===== config.mk =====
export PLATFORM = sky130hd
export DESIGN_NAME = firewall
export DESIGN_NICKNAME = d
export VERILOG_FILES = /design/src/rtl/firewall.sv
export SDC_FILE = /design/constraint.sdc
export NUM_CORES = 1
export LEC_CHECK = 0
export BUFFER_PORTS_ARGS = -buffer_cell sky130_fd_sc_hd__buf_2
export CAP_MARGIN = 20
export CORE_MARGIN = 4
export CORE_UTILIZATION = 50
export DETAILED_ROUTE_END_ITERATION = 8
export GPL_TIMING_DRIVEN = 0
export PLACE_DENSITY = 0.71
export REMOVE_ABC_BUFFERS = 1
export SETUP_SLACK_MARGIN = 0.02
export SLEW_MARGIN = 20
export SYNTH_ARGS = -nofsm -noshare
export SYNTH_HDL_FRONTEND = slang
export SYNTH_SLANG_ARGS = --single-unit

===== constraint.sdc =====
create_clock -name clk -period 2.1 [get_ports clk]
set_input_delay 0.42 -clock clk [delete_from_list [all_inputs] [get_ports clk]]
set_output_delay 0.42 -clock clk [all_outputs]
set_load 0.1 [all_outputs]

===== src/rtl/firewall.sv =====
// Ethernet receive filter on an RMII dibit stream: forwards the payload of frames
// addressed to MY_MAC or to broadcast, one registered cycle after each input dibit.
module firewall #(
    parameter logic [47:0] MY_MAC = 48'h69_69_5A_06_54_91
) (
    input  logic       clk,
    input  logic       rst,
    input  logic       axiiv,
    input  logic [1:0] axiid,
    output logic       axiov,
    output logic [1:0] axiod
);

    localparam logic [5:0] LastDest   = 6'd23;
    localparam logic [5:0] LastHeader = 6'd55;

    typedef enum logic [1:0] {
        HEADER,
        PAYLOAD,
        DROP
    } state_t;

    state_t     state_q, state_d;
    logic [5:0] headerCnt_q, headerCnt_d;
    logic       mineFlag_q, mineFlag_d;
    logic       bcastFlag_q, bcastFlag_d;
    logic       axiov_q, axiov_d;
    logic [1:0] axiod_q, axiod_d;

    // Station address laid out in wire order, one dibit per header position.
    // Entries past the destination field are padding so the 5-bit index is always legal.
    logic [1:0] macDibit [32];

    for (genvar k = 0; k < 24; k++) begin : g_macDibit
        assign macDibit[k] = MY_MAC[40 - 8*(k/4) + 2*(k%4) +: 2];
    end
    for (genvar k = 24; k < 32; k++) begin : g_macPad
        assign macDibit[k] = 2'b00;
    end

    always_comb begin
        state_d     = state_q;
        headerCnt_d = headerCnt_q;
        mineFlag_d  = mineFlag_q;
        bcastFlag_d = bcastFlag_q;
        axiov_d     = 1'b0;
        axiod_d     = 2'b00;

        if (!axiiv) begin
            // An idle cycle always re-arms the filter for the next frame.
            state_d     = HEADER;
            headerCnt_d = '0;
            mineFlag_d  = 1'b1;
            bcastFlag_d = 1'b1;
        end else begin
            case (state_q)
                HEADER: begin
                    if (headerCnt_q <= LastDest) begin
                        mineFlag_d  = mineFlag_q  & (axiid == macDibit[headerCnt_q[4:0]]);
                        bcastFlag_d = bcastFlag_q & (axiid == 2'b11);
                    end
                    if (headerCnt_q != LastHeader) begin
                        headerCnt_d = headerCnt_q + 6'd1;
                    end
                    if (headerCnt_q == LastDest && !mineFlag_d && !bcastFlag_d) begin
                        state_d = DROP;
                    end else if (headerCnt_q == LastHeader) begin
                        state_d = PAYLOAD;
                    end
                end
                PAYLOAD: begin
                    axiov_d = 1'b1;
                    axiod_d = axiid;
                end
                DROP: begin
                    state_d = DROP;
                end
                default: begin
                    state_d = DROP;
                end
            endcase
        end
    end

    // Reset parks the filter in DROP so a frame already on the wire is never half-forwarded.
    always_ff @(posedge clk) begin
        if (rst) begin
            state_q     <= DROP;
            headerCnt_q <= '0;
            mineFlag_q  <= 1'b1;
            bcastFlag_q <= 1'b1;
            axiov_q     <= 1'b0;
            axiod_q     <= 2'b00;
        end else begin
            state_q     <= state_d;
            headerCnt_q <= headerCnt_d;
            mineFlag_q  <= mineFlag_d;
            bcastFlag_q <= bcastFlag_d;
            axiov_q     <= axiov_d;
            axiod_q     <= axiod_d;
        end
    end

    assign axiov = axiov_q;
    assign axiod = axiod_q;

endmodule


## Yosys cells after proc, flatten, opt, wreduce, memory -nomap -nowiden

Memory sizes are Yosys's and may differ from the RTL's.
Index checks and enable logic that the tools add are counted.

- Register bits after elaboration: 13
- Bits in read-only memories: 64
- Bits of input ports: 5
- Output and inout bits: 3
- Word-level logic and storage cells: 48
- Memories: 1

Memory list:

| memory | words | width | rd ports | clocked after memory_dff | write ports | RTL line | text |
|---|---|---|---|---|---|---|---|
| (name not given) | 32 | 2 | 1 | 0 | 0 | 59 | `mineFlag_d = mineFlag_q & (axiid == macDibit[headerCnt_q[4:0]]);` |

- Add/sub/neg operators: 1
- Order comparisons: 2
- Eq/ne operators: 9
- Muxes and demuxes: 13
- Bitwise logic cells: 5
- Reductions and logical operators: 10

Operator list:

| kind | count |
|---|---|
| $mux 2 | 5 |
| $mux 1 | 7 |
| $add 6x1->6 const B | 1 |
| $eq 6x5->1 const B | 1 |
| $eq 6x6->1 const B | 1 |
| $ge 6x6->1 const B | 1 |
| $le 6x5->1 const B | 1 |
| $ne 6x6->1 const B | 1 |
| $not 5->6 | 1 |
| $reduce_and 2->1 | 3 |
| $ne 4x4->1 const B | 1 |
| $pmux 2 s2 | 1 |
| $ne 3x3->1 const B | 1 |
| $reduce_or 3->1 | 1 |
| $and 1x1->1 | 2 |
| $eq 2x1->1 const B | 1 |
| $eq 2x2->1 | 1 |
| $eq 2x2->1 const B | 1 |
| $logic_and 1x1->1 | 2 |
| $logic_not 1->1 | 2 |
| $logic_not 2->1 | 1 |
| $ne 2x2->1 const B | 1 |
| $not 1->1 | 2 |
| $reduce_or 2->1 | 1 |

## Depth between registers and ports, before layout

- Depth in word-level cells: 15
- Gate-level depth with buffers: 6
- Mapped depth without buffers: 6

## Worst setup path before layout

No wires, ideal clock.

- Path type: register -> register
- Start: register headerCnt_q[1]
- End: register state_q[1]
- Setup time: 120 ps
- Arrival time: 1777 ps
- Required time: 1980 ps
- Setup slack: 203 ps
- Cell stages (with the launch flop): 7
- Buffers on the path: 0
- Period minus slack after synthesis: 1897 ps
- Cells stage by stage: dfxtp_1 -> inv_1 -> ha_1 -> or4b_2 -> nand2_1 -> or4b_4 -> o31a_1

- Longest elaborated chain between the ends: 15
- Elaborated cells between the ends (all ways): 24
- Classes of those cells: order compare (1); eq/ne (4); mux (11); bitwise (2); reduce/logical (5); memory (1)

Ends and longest elaborated chain:

| what | RTL line | text |
|---|---|---|
| start, declared | 24 | `logic [5:0] headerCnt_q, headerCnt_d;` |
| start signal, assigned | 96 | `headerCnt_q <= headerCnt_d;` |
| $not 5->6 (not written as such) | 59 |  |
| $mem_v2 32x2 | - |  |
| $mux 2 (not written as such) (2 in a row) | 59 |  |
| $eq 2x2->1 | 59 |  |
| $and 1x1->1 | 59 |  |
| $mux 1 | 58 | `if (headerCnt_q <= LastDest) begin` |
| $mux 1 | 56 | `case (state_q)` |
| $mux 1 | 49 | `if (!axiiv) begin` |
| $logic_not 1->1 | 65 | `if (headerCnt_q == LastDest && !mineFlag_d && !bcastFlag_d) begin` |
| $logic_and 1x1->1 (2 in a row) | 65 |  |
| $mux 2 | 65 |  |
| $pmux 2 s2 | 56 |  |
| $mux 2 | 49 |  |
| end signal, assigned | 95 | `state_q <= state_d;` |
| end, declared | 23 | `state_t state_q, state_d;` |

Parallel ways exist; a longest one is shown, timed or not. The select of a mux whose other input is x is not followed.
A chain may end at the register's enable or synchronous reset.

## Worst setup path in the final report

- Start: register headerCnt_q[0]
- End: register state_q[1]

Same word-level chain as after synthesis.

==> impl_results.md <==
* Synth top area share at 32.5%
* Mean number of vias per cell at 5.64
* Status: complete, no violations
* R2R Path Start: headerCnt_q[0]$_SDFFE_PP0P_
* Async S/R FF share, synth at 0%
* Chip width at 48.0 µm
* CP Cell Sequence: inv_1 > ha_1 > or4b_2 > nand2_1 > or4b_4 > o31a_1
* PD cells at 557 nW/µm²
* Die area at 2310 µm²
* Distinct cells, synth at 39
* Wl on met1 at 712 µm
* Crit share post-route at 93.8%
* GRT Util Overall at 14.3%
* Final min period at 1.97 ns
* Remaining DRCs at 0
* CTS Buffer Depth at 2
* Post-synth EDFFs at 0
* Total core area at 1510 µm²
* Final hold slack at 0.384 ns
* FF+latch count, synth at 13
* Hold Buf Count CTS at 0
* Crit Path Category: register to register
* CTS root buf: clkbuf_4
* Slowest stage delay, CP at 0.52 ns
* # Post-CTS Setup Buffers at 0
* Most frequent cells after synthesis: dfxtp_1, nor2_1, nand2_1, ha_1
* Via count of the first global-routing pass at 521
* Gate Count Post-Synth at 91
* Worst-path clk slew at 0.08 ns
* Global-route wire length before repair at 2.25 mm
* Delay-heaviest family, CP: simple AND/OR/NAND/NOR gates
* Die height at 48.0 µm
* Hold path endpoint: axiod[0]$_SDFF_PP0_
* Setup tns final at 0 ns
* VDD IR max at 0.356 mV
* R2r setup slk at 0.13 ns
* # rows at 14
* Final hold vios at 0
* Final Wtd Congestion at 0.697
* Remaining antenna violation count at 0
* WL met2 at 634 µm
* Hold WC Path Type: input port to register
* Worst EP arrival at 2.13 ns
* Synth Flop Type: dfxtp_1
* Pleak at 0.370 nW
* Max-Cap Viols at 0
* P&R area growth vs syn at 7.50%
* Total CTS buffers at 3
* RR Endpoint: state_q[1]$_SDFFE_PP1P_
* Clk sinks at 13
* Critical Path Source Type: register
* Routed WL per cell at 12.4 µm
* First-pass DRT Iterations at 4
* CP max FO at 4
* DR iter-0 viols at 6
* Largest net degree at the start of global routing at 17
* Antenna violations before repair at 0
* RSZ-0062 raised after global routing: no
* Hold-critical path depth at 2
* Post-Route WL at 1.42 mm
* Port Buffers at 7
* # IOs at 8
* Clock Latency Late Sink at 0.27 ns
* Synth Warn # at 0
* Max Used Layer: met4
* Routed via count at 643
* R2r worst-path depth at 6
* # fillers at 130
* Fmax at 0.508 GHz
* Tightest Pin Transition at 0.485 ns
* Final slew viol count at 0
* Synth area leaders: dfxtp_1, ha_1, mux2i_1
* Dpl hpwl at 1.07 mm
* CP Data Required Time at 2.26 ns
* Met3 WL at 59 µm
* HP Start: axiid[0]
* Synthesized cell area at 801 µm²
* Post-CTS Resized at 0
* Mean cell area of the mapped netlist at 8.80 µm²
* Starting density of the core at 53.2%
* Layout cell share with drive strength beyond 1 at 17.3%
* Skew final at 0.00433 ns
* Most frequent cell after synthesis: dfxtp_1
* Worst Setup End Kind: register
* Slew margin rel. at 67.9%
* Area leader, netlist: dfxtp_1
* WP buf/inv at 1
* CTS tree: built
* Total grt overflow at 0
* Register area share after synthesis at 32.5%
* Antenna diode count at 0
* Fin nets at 110
* Setup Viol. Count Final at 0
* Slowest-stage cell, CP: or4b_4
* H-tree Lvls at 1
==> layer usage <==
layer / up-vias / global-route usage, %
met3: 2 / 3.38
met2: 11 / 22.7
met1: 291 / 18.3
met5: - / 0
met4: 0 / 6.45
li1: 339 / -
==> worst max-delay path by stage <==
stage / depth (start not counted) / end / slack (ns) / startpoint
after CTS: 6 / state_q[1]$_SDFFE_PP1P_ / 0.04 / headerCnt_q[1]$_SDFFE_PP0P_
after detailed placement: 6 / state_q[1]$_SDFFE_PP1P_ / 0.06 / headerCnt_q[1]$_SDFFE_PP0P_
after global routing: 6 / state_q[1]$_SDFFE_PP1P_ / 0.05 / headerCnt_q[0]$_SDFFE_PP0P_
after global placement: 6 / state_q[1]$_SDFFE_PP1P_ / 0.08 / headerCnt_q[1]$_SDFFE_PP0P_
final: 6 / state_q[1]$_SDFFE_PP1P_ / 0.13 / headerCnt_q[0]$_SDFFE_PP0P_
after floorplan: 6 / state_q[1]$_SDFFE_PP1P_ / 0.20 / headerCnt_q[1]$_SDFFE_PP0P_
==> cell families (layout without fill, tap and decap cells) <==
family | Yosys count | after routing | synth area share [%]
simple gates | 42 | 42 | 31.2
xor+xnor | 3 | 3 | 3.28
flops | 13 | 13 | 32.5
compound gates | 15 | 15 | 13.0
mux | 4 | 4 | 5.00
buf+inv | 8 | 15 | 5.62
fa+ha+maj | 6 | 6 | 9.37
==> registers in the layout (all words and copies together) (netlist names) <==
name / flops
mineFlag_q: 1
axiov: 1
state_q: 2
headerCnt_q: 6
axiod: 2
bcastFlag_q: 1
==> metrics by stage <==
step           utilization, %  total power [mW]  instances  worst slack [ns]  instance area, µm²
2_1_floorplan               -             0.316         87             0.202                 771
3_3_place_gp             54.8             0.331        110            0.0848                 826
3_5_place_dp             54.8             0.333        110            0.0566                 826
4_1_cts                  56.6             0.486        114            0.0371                 852
5_1_grt                  57.1             0.505        114            0.0484                 861
6_report                 57.1             0.479        114             0.131                 861
==> power by group <==
| part | leakage (nW) | internal, mW | total, mW | switching, mW |
|---|---|---|---|---|
| logic | 0.249 | 0.0312 | 0.0691 | 0.0379 |
| registers | 0.107 | 0.254 | 0.261 | 0.00646 |
| clock network | 0.0150 | 0.0734 | 0.150 | 0.0762 |
| total | 0.370 | 0.359 | 0.479 | 0.121 |
==> placed cells by master, fill, tap and decap left out, types with 3 or more instances in the layout <==
cell	Yosys	layout
dfxtp_1	13	11
a21oi_1	3	3
nor3b_1	4	4
ha_1	6	6
nand4_1	3	3
mux2i_1	4	4
clkbuf_4	0	3
nand2_1	8	8
buf_2	0	7
inv_1	4	4
nor2_1	9	9
==> cell type report <==
cell class	count	area [µm²]	share of cell area, %
Multi-Input combinational cell	70	502	58.3
Inverter	4	15.0	1.74
Timing Repair Buffer	7	35.0	4.07
Clock buffer	4	26.3	3.05
Tap cell	16	20.0	2.33
Sequential cell	13	263	30.5
No activity file was read; power rests on OpenSTA's default activity.
